### src/rtl/fetch_unit_pkg.sv
// Shared widths, fetch-entry layout and reset PC for the fetch stage.
package fetch_unit_pkg;

    localparam int unsigned DEF_ADDR_W = 8;
    localparam int unsigned INSTR_W    = 32;

    localparam logic [DEF_ADDR_W-1:0] RESET_PC = '0;

    // One queued instruction tagged with the word address it came from.
    typedef struct packed {
        logic [DEF_ADDR_W-1:0] pc;
        logic [INSTR_W-1:0]    instr;
    } fetch_entry_t;

endpackage

### src/rtl/fetch_queue.sv
// Small synchronous in-order FIFO; flush empties it and wins over push/pop.
// The caller must not push while full unless it pops in the same cycle.
module fetch_queue #(
    parameter int unsigned DEPTH  = 4,
    parameter int unsigned DATA_W = 40
) (
    input  logic                       clk,
    input  logic                       rst,
    input  logic                       push,
    input  logic                       pop,
    input  logic                       flush,
    input  logic [DATA_W-1:0]          push_data,
    output logic [DATA_W-1:0]          head,
    output logic [$clog2(DEPTH):0]     count,
    output logic                       full
);

    localparam int unsigned PTR_W = $clog2(DEPTH);
    localparam int unsigned CNT_W = PTR_W + 1;

    logic [DATA_W-1:0] mem [DEPTH];
    logic [PTR_W-1:0]  rd_ptr;
    logic [PTR_W-1:0]  wr_ptr;

    // Storage, pointers and occupancy; storage is cleared on reset so the
    // head reads zero straight out of reset.
    always_ff @(posedge clk or posedge rst) begin
        if (rst) begin
            rd_ptr <= '0;
            wr_ptr <= '0;
            count  <= '0;
            for (int i = 0; i < DEPTH; i++) begin
                mem[i] <= '0;
            end
        end else if (flush) begin
            rd_ptr <= '0;
            wr_ptr <= '0;
            count  <= '0;
        end else begin
            if (push) begin
                mem[wr_ptr] <= push_data;
                wr_ptr      <= wr_ptr + PTR_W'(1);
            end
            if (pop) begin
                rd_ptr <= rd_ptr + PTR_W'(1);
            end
            count <= count + CNT_W'(push) - CNT_W'(pop);
        end
    end

    // Head and full come straight from registered state.
    assign head = mem[rd_ptr];
    assign full = (count == CNT_W'(DEPTH));

endmodule

### src/rtl/fetch_unit.sv
// Instruction fetch: PC register, ROM addressing and a fetch queue drained
// by decode; a redirect flushes the queue and restarts fetch.
module fetch_unit
    import fetch_unit_pkg::*;
#(
    parameter int unsigned DEPTH  = 4,
    parameter int unsigned ADDR_W = DEF_ADDR_W
) (
    input  logic                clk,
    input  logic                rst,
    input  logic                fetch_en,
    output logic [ADDR_W-1:0]   rom_addr,
    input  logic [INSTR_W-1:0]  rom_data,
    input  logic                redirect_valid,
    input  logic [ADDR_W-1:0]   redirect_pc,
    output logic                out_valid,
    input  logic                out_ready,
    output logic [INSTR_W-1:0]  out_instr,
    output logic [ADDR_W-1:0]   out_pc
);

    localparam int unsigned CNT_W   = $clog2(DEPTH) + 1;
    localparam int unsigned ENTRY_W = ADDR_W + INSTR_W;

    logic [ADDR_W-1:0]  pc;
    logic               push;
    logic               pop;
    logic               full;
    logic [CNT_W-1:0]   count;
    logic [ENTRY_W-1:0] head;

    // A full queue still accepts a push when the head leaves this cycle.
    assign pop       = out_valid & out_ready;
    assign push      = fetch_en & ~redirect_valid & (~full | pop);
    assign out_valid = (count != '0);
    assign rom_addr  = pc;
    assign {out_pc, out_instr} = head;

    // Program counter: redirect first, otherwise advance on every push.
    always_ff @(posedge clk or posedge rst) begin
        if (rst) begin
            pc <= ADDR_W'(RESET_PC);
        end else if (redirect_valid) begin
            pc <= redirect_pc;
        end else if (push) begin
            pc <= pc + ADDR_W'(1);
        end
    end

    fetch_queue #(
        .DEPTH  (DEPTH),
        .DATA_W (ENTRY_W)
    ) u_queue (
        .clk       (clk),
        .rst       (rst),
        .push      (push),
        .pop       (pop),
        .flush     (redirect_valid),
        .push_data ({pc, rom_data}),
        .head      (head),
        .count     (count),
        .full      (full)
    );

endmodule

### config.mk
export PLATFORM = sky130hd
export DESIGN_NAME = fetch_unit
export DESIGN_NICKNAME = d
export VERILOG_FILES = /design/src/rtl/fetch_unit_pkg.sv /design/src/rtl/fetch_queue.sv /design/src/rtl/fetch_unit.sv
export SDC_FILE = /design/constraint.sdc
export NUM_CORES = 1
export LEC_CHECK = 0
export BUFFER_PORTS_ARGS = -buffer_cell sky130_fd_sc_hd__buf_2
export CORE_UTILIZATION = 40
export CTS_BUF_LIST = sky130_fd_sc_hd__clkbuf_2 sky130_fd_sc_hd__clkbuf_4 sky130_fd_sc_hd__clkbuf_8
export DETAILED_ROUTE_END_ITERATION = 12
export MAX_ROUTING_LAYER = met4
export PLACE_DENSITY_LB_ADDON = 0.2
export SLEW_MARGIN = 20
export SYNTH_ARGS = -nofsm -noshare
export SYNTH_HDL_FRONTEND = slang
export SYNTH_HIERARCHICAL = 1
export SYNTH_SLANG_ARGS = --single-unit
### constraint.sdc
create_clock -name clk -period 15.2 [get_ports clk]
set_clock_uncertainty 0.1 [all_clocks]
set_input_delay 0.76 -clock clk [delete_from_list [all_inputs] [get_ports clk]]
set_output_delay 0.76 -clock clk [all_outputs]
set_load 0.005 [all_outputs]
# [Word-level counts from Yosys, hierarchy flattened]
# Index checks and enable logic that the tools add are counted.
[totals] regBits=175 output_inout_bits=49 in_bits=45
[classes] bitwise_logic=8 reduce_logical=5 n_mux=13 eq_ne=1 order_cmp=3 add_sub_neg=5
[ops] cell="160-bit bitwise mux" n=1
[ops] cell="40-bit 2-to-1 mux" n=3
[ops] cell="40-bit binary-select mux with 2-bit select" n=1
[ops] cell="40-bit demux with 2-bit select" n=1
[ops] cell="8-bit 2-to-1 mux" n=2
[ops] cell="8-bit by 1-bit adder with 8-bit output (second input constant)" n=1
[ops] cell="2-bit 2-to-1 mux" n=4
[ops] cell="3-bit greater-or-equal comparator (second input constant)" n=2
[ops] cell="2-bit inverter with 3-bit output" n=2
[ops] cell="2-bit by 1-bit adder with 2-bit output (second input constant)" n=2
[ops] cell="2-bit nonzero test" n=2
[ops] cell="3-bit by 1-bit adder with 3-bit output" n=1
[ops] cell="1-bit bitwise AND" n=3
[ops] cell="3-bit equality test (second input constant)" n=1
[ops] cell="3-bit by 1-bit < comparator with 1-bit output (second input constant)" n=1
[ops] cell="3-bit 2-to-1 mux" n=1
[ops] cell="3-bit nonzero test" n=1
[ops] cell="3-bit by 1-bit subtractor with 3-bit output" n=1
[ops] cell="1-bit inverter" n=2
[ops] cell="2-bit AND reduction" n=1
[ops] cell="1-bit logical AND" n=1
[ops] cell="1-bit bitwise OR" n=1

# [Depth between registers and ports, before layout]
# Gate-level depths: netlist of run 1.
[depth] word_depth=7 ltp_mapped=9 depth_no_buf=9

# [Cells and area by module]
# Netlist of run 1, hierarchy kept.
[modules_own_cells] module="fetch_queue" n_inst=1 area_per_inst_um2=7951.4 cells_per_inst=426
[modules_own_cells] module="fetch_unit" n_inst=1 area_per_inst_um2=584.3 cells_per_inst=65

# [Worst setup path before layout of run 1]
# OpenSTA, ideal clock, no wires.
[synth_path] path_type="register -> register" start="register u_queue.count[1]" end="register u_queue/mem[100] in the netlist's numbering" period_less_slack_ps=2354 path_buffers=3 stages_incl_launch_ff=9 arrival_ps=2129 path_slack_ps=12846 required_time_ps=14975 cell_sequence="dfrtp_1 > nor3b_1 > nor4b_4 > buf_4 > nor4_1 > buf_4 > nand3b_4 > buf_6 > mux2_4"
[synth_via] elab_chain_cells=5 word_cells_on_any_way=7 cone_classes="1 x eq/ne; 4 x bitwise; 2 x reduce/logical"
[synth_rtl] item="start: declaration" line_no="fetch_queue.sv:14" source="output logic [$clog2(DEPTH):0] count,"
[synth_rtl] item="start signal: assignment" line_no="fetch_queue.sv:47" source="count <= count + CNT_W'(push) - CNT_W'(pop);"
[synth_rtl] item="3-bit equality test" line_no="fetch_queue.sv:53" source="assign full = (count == CNT_W'(DEPTH));"
[synth_rtl] item="net full" line_no="fetch_unit.sv:28" source="logic full;"
[synth_rtl] item="1-bit inverter" line_no="fetch_unit.sv:34" source="assign push = fetch_en & ~redirect_valid & (~full | pop);"
[synth_rtl] item="1-bit bitwise OR" line_no="fetch_unit.sv:34"
[synth_rtl] item="1-bit bitwise AND" line_no="fetch_unit.sv:34"
[synth_rtl] item="net push" line_no="fetch_unit.sv:26" source="logic push;"
[synth_rtl] item="2-bit AND reduction (no source line)"
[synth_rtl] item="end signal: indexed assignment" line_no="fetch_queue.sv:41" source="mem[wr_ptr] <= push_data;"
[synth_rtl] item="end: declaration" line_no="fetch_queue.sv:21" source="logic [DATA_W-1:0] mem [DEPTH];"
# The timed path passes the listed nets, and every way through them passes these cells.
# A chain may end at the register's enable or synchronous reset.

# [Final worst setup path of run 1]
[layout_path] start="register u_queue.rd_ptr[0]" end="output port out_instr[7]"
[layout_via] elab_chain_cells=4
[layout_rtl] item="start: declaration" line_no="fetch_queue.sv:22" source="logic [PTR_W-1:0] rd_ptr;"
[layout_rtl] item="start signal: assignment" line_no="fetch_queue.sv:45" source="rd_ptr <= rd_ptr + PTR_W'(1);"
[layout_rtl] item="2-bit inverter with 3-bit output (not written as such)" line_no="fetch_queue.sv:52" source="assign head = mem[rd_ptr];"
[layout_rtl] item="40-bit binary-select mux with 2-bit select" line_no="fetch_queue.sv:52"
[layout_rtl] item="40-bit 2-to-1 mux (not written as such) (2 in series)" line_no="fetch_queue.sv:52"
[layout_rtl] item="end: declaration" line_no="fetch_unit.sv:18" source="output logic [INSTR_W-1:0] out_instr,"
# No other way between the ends. The select of a mux whose other input is x is not followed.

==> results.cfg, run 1 <==
[run_status]
outcome = completed

[detailed_routing]
first_pass_iters = 4
wl_mm = 17.4
drc_errors = 0
via_per_inst = 5.24
first_iter_violations = 175
avgRoutedWirePerCell_um = 20.1
num_vias = 4532
ant_nets = 0

[global_route]
grt_pass1_wl_mm = 28.6
antenna_found_initial = 1
grt_max_degree = 96
grt_pass1_vias = 5104
grt_use_total = 0.175
grt.overflow.total = 0

[logic_synthesis]
ys_seq_area_frac = 0.513
synth_cell_types = 42
async_flop_share = 1.00
synth_top_family_by_area = multiplexers
yosys_warnings = 6
syn-cell-area_um2 = 8540
synth_compound_area_frac = 0.0204
synthCells = 491
ys.flop_type = dfrtp_1
synthMuxAreaShare = 0.374
syn_nets = 544
yosys.area_share.simple = 0.0344
synth_edf_count = 0
synthXorXnorAreaFrac = 0.00469
synth-adder-area-share = 0.0126
synth_seq_cells = 175
synth.avg_cell_area_um2 = 17.4

[critical_path]
cp.buffers_inverters = 2
path_cells = buf_4 -> mux4_1 -> buf_2
reg2reg_to = u_queue/mem[138]
cp_top_family = flip-flops
cp-end-kind = output pin
crit_path_max_fanout = 26
critical_path_class = reg -> out
max_stage_delay_ns = 0.78
r2r_start = u_queue/count[1]
arrival_ns = 2.59
rrSetupSlack_ns = 11.86
required_ns = 14.34
rr_worst_depth = 6
crit_path_start_kind = flop
crit_path_top_delay_cell = dfrtp_2

[placement]
dp_slack_ns = 11.86
dpl.hpwl_mm = 10.4
place_congestion = 0.846
dp.cells = 832
io_buffers = 93

[hold_path]
hold_class = in -> async

[pwr]
worst_ir_drop_vdd_mv = 0.0654
total_power_uw = 1590
powerDensity_nw_per_um2 = 167
p_leak_uw = 0.00484

[die]
die_x_um = 148
die_y_um = 148
initial_core_util = 0.407
rows = 53
core_area_um2 = 21000
ios = 94
die-area_um2 = 21900

[clocking]
clk_pin_slew_ns = 0.09
insertion_delay_ns = 0.44
cts_tree = done
cts-root-buf = clkbuf_8
cts_buffer_depth = 2
cts-htree-levels = 4
numCtsBuffers = 17
cts_setup_buffers = 0
cts.repair.resized = 0
postCtsHoldBufs = 0
cts_sinks = 175

[timing]
fin_crit_ns = 3.45
hold_violations = 0
period_share = 0.227
holdWs_ns = 0.181
slew_viol_final = 0
clock.fmax_mhz = 290
rsz0062_at_grt = no
setup_ws_ns = 11.75
worst_pin_slew_ns = 1.00
setup_violations = 0
setup_tns_ns = 0
slew_headroom = 0.332

[flow_run]
drv_cap = 0

[layout]
final_cell_mix = dfrtp_1, mux2_4, buf_2
instances_no_fill = 865
final_common_cell = dfrtp_1
area_growth_pct = 11.2
drive_gt1_frac = 0.528
nNetsFinal = 629
[flip-flops by register name (all words and copies together) (netlist names)]
register and count:
u_queue/wr_ptr 2, u_queue/mem 160, u_queue/count 3, u_queue/rd_ptr 2
rom_addr 8
[stage by stage]
stage	utilization	instance area, µm²
floorplan	-	8540
global placement	0.433	9080
detailed placement	0.433	9080
CTS	0.453	9490
global route	0.453	9490
finish	0.453	9490
[final cells by class]
class | instances | area [µm²]
clock inverter | 15 | 171
sequential | 175 | 4380
tap | 275 | 344
antenna | 1 | 2.50
multi-input combinational | 273 | 3810
fill | 1891 | 11500
inverter | 12 | 50.0
timing repair buffer | 97 | 495
clock buffer | 17 | 234
[per-layer routing]
metal	part of all wire	wire (µm)	track usage	up-vias
met3	0.046	796	0.0433	9
li1	-	-	-	2006
met5	0	0	-	-
met2	0.47	8110	0.255	110
met1	0.48	8350	0.249	2407
met4	0.0067	116	0.0376	0
[cells by family (layout without fill, tap and decap cells)]
group,Yosys count,after routing
AOI/OAI and AO/OA,22,22
DFF,175,175
adders and majority gates,8,8
other,0,1
buffers and inverters,43,141
muxes,201,201
xor gates and xnor gates,3,3
and+or+nand+nor,39,39
[worst max path at each step]
stage                                  from               end  slack [ns]  cells past startpoint
after floorplan                         rst  u_queue/count[0]        9.82                      1
after global placement     u_queue/count[1]  u_queue/mem[138]       11.93                      6
after detailed placement   u_queue/count[1]  u_queue/mem[136]       11.86                      6
after CTS                 u_queue/rd_ptr[0]         out_pc[5]       11.62                      3
after global routing      u_queue/rd_ptr[0]         out_pc[5]       11.51                      3
final                     u_queue/rd_ptr[0]      out_instr[7]       11.75                      3
[where the power goes]
part | total [µW] | switching [µW] | internal (µW)
clock network | 331 | 170 | 162
registers | 706 | 101 | 604
logic | 549 | 184 | 365
[synth_stat cells (2+ instances only)]
| master | number | area, µm² |
|---|---|---|
| a31oi_1 | 6 | 37.5 |
| buf_2 | 4 | 20.0 |
| buf_4 | 5 | 37.5 |
| buf_6 | 20 | 225 |
| dfrtp_1 | 175 | 4380 |
| ha_1 | 7 | 87.6 |
| inv_1 | 12 | 45.0 |
| mux2_1 | 23 | 259 |
| mux2_2 | 17 | 191 |
| mux2_4 | 120 | 1800 |
| mux4_1 | 7 | 184 |
| mux4_2 | 33 | 743 |
| nand2_1 | 4 | 15.0 |
| nand3b_4 | 4 | 80.1 |
| nand4_1 | 3 | 18.8 |
| nor2_1 | 12 | 45.0 |
| nor2b_1 | 3 | 18.8 |
| nor4_1 | 2 | 12.5 |
| o31ai_1 | 6 | 45.0 |
| o41ai_1 | 2 | 17.5 |
| or4_1 | 4 | 30.0 |
| xnor2_1 | 2 | 17.5 |
Note: power is estimated with default switching activity, not from simulation.
==> inputs of run 2 (changes only) <==
- clock period: 15.2 -> 3.14 ns (I/O delays scaled with it)
==> run 2 against run 1 <==
Net effect:
- clock power grew to 5.0 times the previous value
- combinational power increased to 5.0 times the previous value
- worst setup slack worse by 11 ns
- highest routed layer unchanged
==> results.cfg, run 2 (synthesis gave the netlist of run 1 again) <==
[clocking]
insertion_delay_ns = 0.45
cts-htree-levels = 4
clk_pin_slew_ns = 0.10
cts_sinks = 175
numCtsBuffers = 17
cts_tree = done
cts-root-buf = clkbuf_8
cts_buffer_depth = 2

[detailed_routing]
via_per_inst = 5.11
wl_met2_mm = 8.69
wl_met1_mm = 8.69
met3WireLength_um = 473
first_pass_iters = 5
avgRoutedWirePerCell_um = 19.6
top_layer_used = met4
wl_mm = 18.0
ant_nets = 0
drc_errors = 0
first_iter_violations = 234
num_vias = 4687

[pwr]
worst_ir_drop_vdd_mv = 0.251
powerDensity_nw_per_um2 = 778
total_power_uw = 7840
p_leak_uw = 0.00509

[global_route]
grt_use_total = 0.183
grt_pass1_wl_mm = 29.7
grt_max_degree = 123
grt_pass1_vias = 5303
grt.overflow.total = 0
antenna_found_initial = 0

[die]
core_area_um2 = 21000
ios = 94
die-area_um2 = 21900
initial_core_util = 0.407
die_y_um = 148
rows = 53
die_x_um = 148

[hold_path]
hold_class = in -> reg
min_path_cells = 4

[layout]
nNetsFinal = 683
finalInstanceArea_um2 = 10100
regMostFlops = u_queue/mem
largest_register_ffs = 160
seq_area_um2 = 4380
final_common_cell = dfrtp_1
drive_gt1_frac = 0.500
fillCellCount = 1874
area_growth_pct = 18.1
multiInputGateArea_um2 = 3810
final_cell_mix = dfrtp_1, mux2_4, buf_2
antennaDiodeCount = 0

[timing]
slew_headroom = 0.556
clock.fmax_mhz = 383
setup_tns_ns = 0
slew_viol_final = 0
hold_violations = 0
worst_pin_slew_ns = 0.661
setup_violations = 0
fin_crit_ns = 2.61
rsz0062_at_grt = no
period_share = 0.831

[critical_path]
arrival_ns = 2.84
crit_path_top_delay_cell = buf_4
crit_path_start_kind = flop
crit_path_max_fanout = 25
critical_path_class = reg -> reg
max_stage_delay_ns = 0.50
cp-end-kind = flop
required_ns = 3.37
path_cells = nor3b_1 -> nor4b_4 -> nor4_2 -> nand3b_4 -> buf_4 -> mux2_4
rr_worst_depth = 6

[placement]
io_buffers = 93
dpl.hpwl_mm = 10.8
placed_area_um2 = 9230
place_congestion = 0.816

[flow_run]
drv_cap = 0

[run_status]
outcome = completed
run 2: cell count changes in the layout (fill, tap and decap cells not counted), sizes merged:
cell,delta
dlygate4sd3,+43
clkinv,-5
inv,+1
clkbuf,+2
clkinvlp,+1
buf,+11
diode,-1
run 2: stage by stage:
step                      worst slack (ns)  cells  hold slack (ns)  utilization
after floorplan                      0.756    491           -0.127            -
after global routing                 0.413    917           0.0588        0.481
after detailed placement             0.558    843           0.0700        0.440
after CTS                            0.523    917          0.00934        0.481
after global placement               0.646    843           0.0671        0.440
final                                0.529    917           0.0658        0.481
run 2: area by class of cell:
cell class	instances	area share
clock buffers	19	0.0259
clock inverters	12	0.0158
inverters	12	0.00484
multi-input cells	273	0.378
flip-flops and latches	175	0.435
well taps	275	0.0341
repair buffers	151	0.106
run 2: report_power, final:
part	switching, µW	leakage (µW)	total, µW	internal [µW]
Sequential	468	0.00227	3390	2930
Combinational	941	0.00262	2770	1830
Clock	840	0.000202	1670	831
Total	2250	0.00509	7840	5590
run 2: final timing paths:
kind                                  startpoint               end  slack, ns
worst max-delay path            u_queue/count[1]  u_queue/mem[124]       0.53
worst min-delay path                    fetch_en       rom_addr[2]       0.07
worst max register to register  u_queue/count[1]  u_queue/mem[124]       0.53
worst min register to register   u_queue/mem[38]   u_queue/mem[38]       0.39
max in group asynchronous                    rst   u_queue/mem[28]       2.08
min in group asynchronous                    rst       rom_addr[1]       0.12
run 2: critical path, delay by kind of cell, from the launching register on:
family	cells	cell delay, ns
AND/OR/NAND/NOR	4	1.02
buffers and inverters	1	0.50
flip-flops	1	0.49
multiplexers	1	0.35
run 2: repair_timing:
action,in CTS,in global routing
resized for setup,0,0
hold endpoints to repair,318,0
setup buffers,0,0
hold buffers,43,0
run 2: routing by layer:
layer / global-route usage / vias up
met3: 0.0319 / 9
met2: 0.283 / 86
met1: 0.249 / 2485
met4: 0.0479 / 0
li1: - / 2107
met5: - / -
==> inputs of run 3 (changes only) <==
- clock period: 3.14 -> 2.5 ns (I/O delays scaled with it)
==> run 3 against run 2 <==
Net effect:
- die area unchanged
- highest routed layer unchanged
- clock power up 29%
- first-iteration DRC count down 5.1%
- flip-flop and latch count unchanged
- core utilization up 0.57 points
- design area up 1.2%
- worst hold slack worse by 0.0081 ns
- critical endpoint is now rom_addr[2]
- count of clock-buffer cells in the layout unchanged
- sequential share of layout area down 0.51 points
- critical path depth unchanged
- sequential power up 26%
- fmax up 8.5%
==> results.cfg, run 3 (synthesis gave the netlist of run 1 again) <==
[critical_path]
reg2reg_to = rom_addr[2]
critical_path_class = reg -> reg
cp_top_family = simple AND/OR/NAND/NOR gates
path_cells = nor3b_2 -> nor2b_1 -> buf_4 -> or4_1 -> a31oi_1 -> dlygate4sd3_1
crit_path_top_delay_cell = dlygate4sd3_1
rr_worst_depth = 6
cp-end-kind = flop
crit_path_max_fanout = 14
required_ns = 2.80
arrival_ns = 2.70
r2r_start = u_queue/count[2]
crit_path_start_kind = flop
rrSetupSlack_ns = 0.09
cp.buffers_inverters = 2
max_stage_delay_ns = 0.55

[detailed_routing]
drc_errors = 0
wl_mm = 17.9
first_pass_iters = 4
ant_nets = 0
via_per_inst = 5.19
avgRoutedWirePerCell_um = 19.4
first_iter_violations = 222
num_vias = 4808

[placement]
dp.cells = 850
placed_area_um2 = 9300
dpl.hpwl_mm = 11.2
io_buffers = 93
place_congestion = 0.828
dp_slack_ns = 0.0824

[layout]
instances_no_fill = 927
area_growth_pct = 19.5
final_common_cell = dfrtp_1
multiInputGateArea_um2 = 3820
final_cell_mix = dfrtp_1, mux2_4, buf_2
drive_gt1_frac = 0.506
antennaDiodeCount = 0
largest_register_ffs = 160
fillCellCount = 1859
finalInstanceArea_um2 = 10200
seq_area_um2 = 4380
nNetsFinal = 692
regMostFlops = u_queue/mem

[clocking]
cts_setup_buffers = 0
cts-htree-levels = 4
cts-root-buf = clkbuf_8
numCtsBuffers = 17
insertion_delay_ns = 0.45
clk_pin_slew_ns = 0.10
cts_tree = done
cts_sinks = 175
cts_buffer_depth = 2

[global_route]
grt.overflow.total = 0
antenna_found_initial = 0
grt_max_degree = 101
grt_pass1_vias = 5244
grt_use_total = 0.180
grt_pass1_wl_mm = 29.3

[timing]
clock.fmax_mhz = 416
setup_ws_ns = 0.0945
setup_violations = 0
setup_tns_ns = 0
period_share = 0.962
hold_violations = 0
slew_viol_final = 0
worst_pin_slew_ns = 0.565
holdWs_ns = 0.0576
fin_crit_ns = 2.41
slew_headroom = 0.623

[die]
ios = 94
rows = 53
die-area_um2 = 21900
die_x_um = 148
initial_core_util = 0.407
die_y_um = 148
core_area_um2 = 21000

[pwr]
powerDensity_nw_per_um2 = 975
p_leak_uw = 0.00517
worst_ir_drop_vdd_mv = 0.392

[run_status]
outcome = completed

[hold_path]
min_path_cells = 4
hold_class = in -> reg
min_to = rom_addr[4]
hold_start = fetch_en

[flow_run]
drv_cap = 0
==> run 3: changes by cell type in the layout (fill, tap and decap cells not counted) <==
cell / change
clkinv_4: +2
dlygate4sd3_1: +2
nor3b_1: -1
buf_12: +2
inv_6: +3
nor3b_2: +1
clkinvlp_4: -3
buf_4: +5
clkinv_2: -1
==> run 3: metrics by stage <==
step,utilization,total power [µW]
5_1_grt,0.487,10500
4_1_cts,0.486,10100
2_1_floorplan,-,6700
3_3_place_gp,0.444,7680
6_report,0.487,9940
3_5_place_dp,0.444,7830
==> run 3: how the worst max path moves through the flow <==
stage | start | to | slack, ns | cells past startpoint
floorplan | rst | u_queue/count[0] | 0.15 | 1
global placement | u_queue/count[1] | u_queue/mem[142] | 0.17 | 7
detailed placement | u_queue/count[1] | u_queue/mem[145] | 0.08 | 7
CTS | u_queue/count[1] | u_queue/mem[141] | 0.05 | 7
global route | u_queue/count[2] | rom_addr[2] | -0.01 | 6
finish | u_queue/count[2] | rom_addr[2] | 0.09 | 6
==> run 3: final cells by class <==
cell class,count,share of cell area
repair buffers,160,0.115
clock inverters,13,0.0172
inverters,12,0.00479
flip-flops and latches,175,0.430
multi-input cells,273,0.374
well taps,275,0.0337
clock buffers,19,0.0256
==> run 3: what timing repair did <==
action	CTS	global route
hold buffers	45	0
endpoints found under the hold margin	318	0
gates resized for setup	0	1
setup endpoints to repair	0	92
==> run 3: worst min-delay path: cells and delay by family <==
kind	cells	cell delay, ns
buffers and inverters	1	0.14
AOI/OAI and AO/OA	1	0.08
and+or+nand+nor	2	0.22
==> run 3: report_power, final <==
group          internal [µW]  switching [µW]
Clock                   1070            1090
Sequential              3680             594
Combinational           2340            1180
Total                   7080            2860
==> run 3: routing by layer <==
layer,routed length [µm],track usage,vias to the layer above
met5,0,-,-
met4,97,0.0418,0
met3,558,0.0340,7
met2,8620,0.274,99
met1,8660,0.248,2567
li1,-,-,2135
